[config.mk]
export PLATFORM = sky130hd
export DESIGN_NAME = input_conditioner
export DESIGN_NICKNAME = d
export VERILOG_FILES = /design/src/rtl/input_conditioner_pkg.sv /design/src/rtl/input_conditioner_debounce_bit.sv /design/src/rtl/input_conditioner.sv
export SDC_FILE = /design/constraint.sdc
export NUM_CORES = 1
export LEC_CHECK = 0
export BUFFER_PORTS_ARGS = -buffer_cell sky130_fd_sc_hd__buf_2
export CORE_UTILIZATION = 60
export CTS_BUF_LIST = sky130_fd_sc_hd__clkbuf_4 sky130_fd_sc_hd__clkbuf_8
export DETAILED_ROUTE_END_ITERATION = 10
export PLACE_DENSITY = 0.78
export RECOVER_POWER = 100
export SYNTH_ARGS = -nofsm -noshare
export SYNTH_HDL_FRONTEND = slang
export SYNTH_SLANG_ARGS = --single-unit
[constraint.sdc]
create_clock -name clk -period 2.76 [get_ports clk]
set_input_delay 0.138 -clock clk [delete_from_list [all_inputs] [get_ports clk]]
set_output_delay 0.138 -clock clk [all_outputs]
set_load 0.005 [all_outputs]
[src/rtl/input_conditioner_pkg.sv]
`default_nettype none
// ---------------------------------------------------------------------------
// input_conditioner_pkg : shared widths for the input conditioner and processor
// Rev 1.0
// ---------------------------------------------------------------------------
package input_conditioner_pkg;

  localparam int c_DEFAULT_BIT_WIDTH       = 4;
  localparam int c_DEFAULT_DEBOUNCE_CYCLES = 16;

  // Counter must hold 0..DEBOUNCE_CYCLES-1; one extra state keeps width >= 1 for D=1.
  function automatic int cnt_width(input int debounce_cycles);
    return $clog2(debounce_cycles + 1);
  endfunction

endpackage
`default_nettype wire

[src/rtl/input_conditioner_debounce_bit.sv]
`default_nettype none
// ---------------------------------------------------------------------------
// debounce_bit : 2-flop synchronizer plus stable-count debouncer for one signal
// Rev 1.0
// ---------------------------------------------------------------------------
module debounce_bit
  import input_conditioner_pkg::*;
#(
  parameter int DEBOUNCE_CYCLES = c_DEFAULT_DEBOUNCE_CYCLES
) (
  input  logic clk,
  input  logic rst,
  input  logic i_raw,
  output logic o_q,
  output logic o_accept
);

  localparam int             c_CW   = cnt_width(DEBOUNCE_CYCLES);
  localparam logic [c_CW-1:0] c_LAST = c_CW'(DEBOUNCE_CYCLES - 1);

  logic            r_meta;
  logic            r_sync;
  logic            r_q;
  logic [c_CW-1:0] r_cnt;
  logic            w_mismatch;
  logic            w_accept;

  assign w_mismatch = r_sync ^ r_q;
  assign w_accept   = w_mismatch && (r_cnt == c_LAST);

  always_ff @(posedge clk) begin
    if (rst) begin
      r_meta <= 1'b0;
      r_sync <= 1'b0;
      r_q    <= 1'b0;
      r_cnt  <= '0;
    end else begin
      r_meta <= i_raw;
      r_sync <= r_meta;
      if (!w_mismatch) begin
        r_cnt <= '0;
      end else if (w_accept) begin
        r_q   <= r_sync;
        r_cnt <= '0;
      end else begin
        r_cnt <= r_cnt + 1'b1;
      end
    end
  end

  assign o_q      = r_q;
  assign o_accept = w_accept;

endmodule
`default_nettype wire

[src/rtl/input_conditioner.sv]
`default_nettype none
// ---------------------------------------------------------------------------
// input_conditioner : debounces user switches; INPUT_COND_CHANGE_PULSE_EN adds in_changed
// Rev 1.0
// ---------------------------------------------------------------------------
module input_conditioner
  import input_conditioner_pkg::*;
#(
  parameter int BIT_WIDTH       = c_DEFAULT_BIT_WIDTH,
  parameter int DEBOUNCE_CYCLES = c_DEFAULT_DEBOUNCE_CYCLES
) (
  input  logic                 clk,
  input  logic                 rst,
  input  logic [BIT_WIDTH-2:0] raw_in,
  input  logic                 raw_sel_usr,
  output logic [BIT_WIDTH-2:0] in,
`ifdef INPUT_COND_CHANGE_PULSE_EN
  output logic                 sel_usr,
  output logic                 in_changed
`else
  output logic                 sel_usr
`endif
);

  logic [BIT_WIDTH-1:0] w_raw;
  logic [BIT_WIDTH-1:0] w_q;
  logic [BIT_WIDTH-1:0] w_accept;

  assign w_raw = {raw_sel_usr, raw_in};

  generate
    for (genvar i = 0; i < BIT_WIDTH; i++) begin : g_bit
      debounce_bit #(
        .DEBOUNCE_CYCLES(DEBOUNCE_CYCLES)
      ) u_debounce_bit (
        .clk     (clk),
        .rst     (rst),
        .i_raw   (w_raw[i]),
        .o_q     (w_q[i]),
        .o_accept(w_accept[i])
      );
    end
  endgenerate

  assign in      = w_q[BIT_WIDTH-2:0];
  assign sel_usr = w_q[BIT_WIDTH-1];

`ifdef INPUT_COND_CHANGE_PULSE_EN
  logic r_in_changed;

  // Accept strobes fire on the edge that updates q, so the pulse lands in the cycle after.
  always_ff @(posedge clk) begin
    if (rst) begin
      r_in_changed <= 1'b0;
    end else begin
      r_in_changed <= |w_accept;
    end
  end

  assign in_changed = r_in_changed;
`else
  logic w_unused_accept;
  assign w_unused_accept = ^w_accept;
`endif

endmodule
`default_nettype wire

==> impl_metrics.env <==
export IMPL_ys_seq_area_share_pct=54.64
export IMPL_hold_violations=0
export IMPL_cp_max_fo=5
export IMPL_holdCritStartpoint="raw_in[1]"
export IMPL_slew_headroom_pct=59.07
export IMPL_final_util_pct=70.95
export IMPL_startpoint_type="flop"
export IMPL_routed_wl_mm=1.586
export IMPL_drive_above_1_share_pct=11.20
export IMPL_synth_xor_area_share_pct=8.965
export IMPL_synth_nets=126
export IMPL_drc=0
export IMPL_hold_path_class="in -> reg"
export IMPL_peakVddDrop_v=0.0004107
export IMPL_clockBufferDepth=2
export IMPL_cts_sinks=32
export IMPL_power_density_nw_per_um2=611.4
export IMPL_avgSynthCellArea_um2=10.47
export IMPL_rrSetupSlack_ns=1.17
export IMPL_fp_row_count=15
export IMPL_synth_compound_area_share_pct=0
export IMPL_ant_nets=0
export IMPL_dieArea_um2=2135
export IMPL_grt_setup_unrepaired="no"
export IMPL_ctsHoldBuffers=0
export IMPL_crit_slowest_cell="or3_1"
export IMPL_grt_max_degree=17
export IMPL_worst_pin_slew_ns=0.6140
export IMPL_clk_pin_slew_ns=0.09
export IMPL_track_usage_pct=18.92
export IMPL_io_pins=10
export IMPL_arrival_ns=1.84
export IMPL_antenna_found_initial=0
export IMPL_post_cts_buffers=0
export IMPL_yosys_warnings=0
export IMPL_grt_pass1_vias=660
export IMPL_gp_congestion=0.7043
export IMPL_wire_per_inst_um=10.57
export IMPL_synth_area_um2=1172
export IMPL_cpMostUsedCell="ha_1"
export IMPL_worstReg2RegStart="g_bit[3].u_debounce_bit.r_cnt[0]"
export IMPL_cts_buffers=5
export IMPL_cts_tree="yes"
export IMPL_nets=138
export IMPL_synth_cells=112
export IMPL_dr_first_iter_drc_count=8
export IMPL_insertion_delay_ns=0.31
export IMPL_status="complete, no violations"
export IMPL_grt_pass1_wl_mm=2.656
export IMPL_critPathKind="reg -> reg"
export IMPL_root_buffer="clkbuf_4"
export IMPL_finalClockSkew_ns=0.005105
export IMPL_cts_repair_resized=0
export IMPL_dr_pass1_iters=4
export IMPL_cp_cell_sequence="ha_1, and3_1, ha_1, or3_1, nor2_1"
export IMPL_drv_cap=0
export IMPL_p_leak_nw=0.5047
export IMPL_setup_viol=0
export IMPL_synth_seq_cells=32
export IMPL_end_kind="flop"
export IMPL_io_buffers=9
export IMPL_synth_top_family_by_area="simple AND/OR/NAND/NOR gates"
export IMPL_vias=722
export IMPL_routed_via_density=4.813
export IMPL_fin_crit_sh_pct=57.62
export IMPL_synth_area_mux_share_pct=3.415
export IMPL_clock_fmax_mhz=628.9
export IMPL_tns_ns=0
export IMPL_num_antenna_cells=0
export IMPL_maxSlewViolCount=0
export IMPL_crit_start="g_bit[3].u_debounce_bit.r_cnt[0]"
export IMPL_areaGrowthSynthToFinish_pct=7.897
export IMPL_critPathRequiredTime_ns=3.01
export IMPL_yosysUniqueCellTypes=13
export IMPL_grt_overflow=0
export IMPL_fp_dieW_um=46.21
export IMPL_dp_hpwl_mm=1.088
export IMPL_initial_core_util_pct=65.75
export IMPL_h_tree_depth=2
export IMPL_yosys_area_share_simple_pct=19.64
export IMPL_synth_fa_ha_area_share_pct=8.538
export IMPL_core_area_um2=1783
export IMPL_fp_dieH_um=46.21
export IMPL_period_minus_slack_ns=1.590
export IMPL_cpPeakStageDelay_ns=0.46
[layout by cell type (no fill, tap or decap)]
cell | netlist | layout
ha_1 | 8 | 8
xor2_1 | 4 | 4
buf_2 | 0 | 6
inv_1 | 8 | 8
clkbuf_1 | 1 | 3
nor2_1 | 24 | 24
dfxtp_1 | 32 | 32
clkbuf_4 | 0 | 7
nor2b_1 | 8 | 8
clkbuf_8 | 0 | 1
nand3_1 | 4 | 4
or3_1 | 0 | 4
mux2i_1 | 4 | 4
and3_1 | 4 | 4
xnor2_1 | 8 | 8
[report_power, final]
| group | switching [mW] | internal [mW] |
|---|---|---|
| clock network | 0.140 | 0.145 |
| registers | 0.00343 | 0.469 |
| logic | 0.00837 | 0.00828 |
| total | 0.151 | 0.622 |
[worst max-delay path, delay by kind of cell (launching register included)]
family	cells	cell delay (ns)
adders and majority gates	2	0.43
and+or+nand+nor	3	0.75
DFF	1	0.35
[metal layers]
metal / vias up / share of wire (%) / track usage, % / wire (um)
li1: 373 / - / - / -
met1: 328 / 45 / 20.44 / 719
met2: 16 / 47 / 29.86 / 747
met3: 5 / 5.0 / 8.235 / 80
met4: 0 / 2.4 / 12.35 / 38
met5: - / 0 / 0 / 0
[cells by family after synthesis]
| family | after synthesis |
|---|---|
| AND/OR/NAND/NOR | 44 |
| adder cells (fa/ha/maj) | 8 |
| multiplexers | 4 |
| flip-flops | 32 |
| XOR/XNOR | 12 |
| buffers and inverters | 12 |
[worst paths after layout]
path / cells past startpoint / end
max reg2reg: 5 / g_bit[3].u_debounce_bit.r_cnt[0]
max: 5 / g_bit[3].u_debounce_bit.r_cnt[0]
min: 2 / g_bit[1].u_debounce_bit.r_meta
min reg2reg: 1 / g_bit[0].u_debounce_bit.r_sync
[synthesized netlist by cell type, drive strengths merged]
library cell	n	share of area (%)
and3	4	2.1
xor2	4	3.0
xnor2	8	6.0
nand3	4	1.7
buf	3	1.9
mux2i	4	3.4
inv	8	2.6
ha	8	8.5
clkbuf	1	0.32
or3	4	3.8
nor2	24	7.7
dfxtp	32	55
nor2b	8	4.3
[sequential cells by signal, indices dropped and copies added (netlist names)]
name / cells
g_bit.u_debounce_bit.r_cnt: 20
g_bit.u_debounce_bit.r_meta: 4
g_bit.u_debounce_bit.r_sync: 4
g_bit.u_debounce_bit.o_q: 4
[cell type report]
type	count	area [um^2]
fill	153	518.0
tap	25	31.28
multi-input combinational	68	455.4
inverter	8	30.03
sequential	32	640.6
clock buffer	8	66.31
timing repair buffer	9	41.29
[per-stage QoR]
| stage | instances | instance area, um^2 | setup slack, ns | power (mW) | hold slack, ns |
|---|---|---|---|---|---|
| floorplan | 112 | 1172 | 1.323 | 0.4945 | 0.2096 |
| global placement | 142 | 1222 | 1.269 | 0.5001 | 0.3516 |
| detailed placement | 142 | 1222 | 1.225 | 0.5015 | 0.3612 |
| CTS | 150 | 1289 | 1.203 | 0.7842 | 0.02675 |
| global route | 150 | 1265 | 1.044 | 0.8050 | 0.02041 |
| finish | 150 | 1265 | 1.170 | 0.7734 | 0.02760 |
Note: power is estimated with default switching activity, not from simulation.
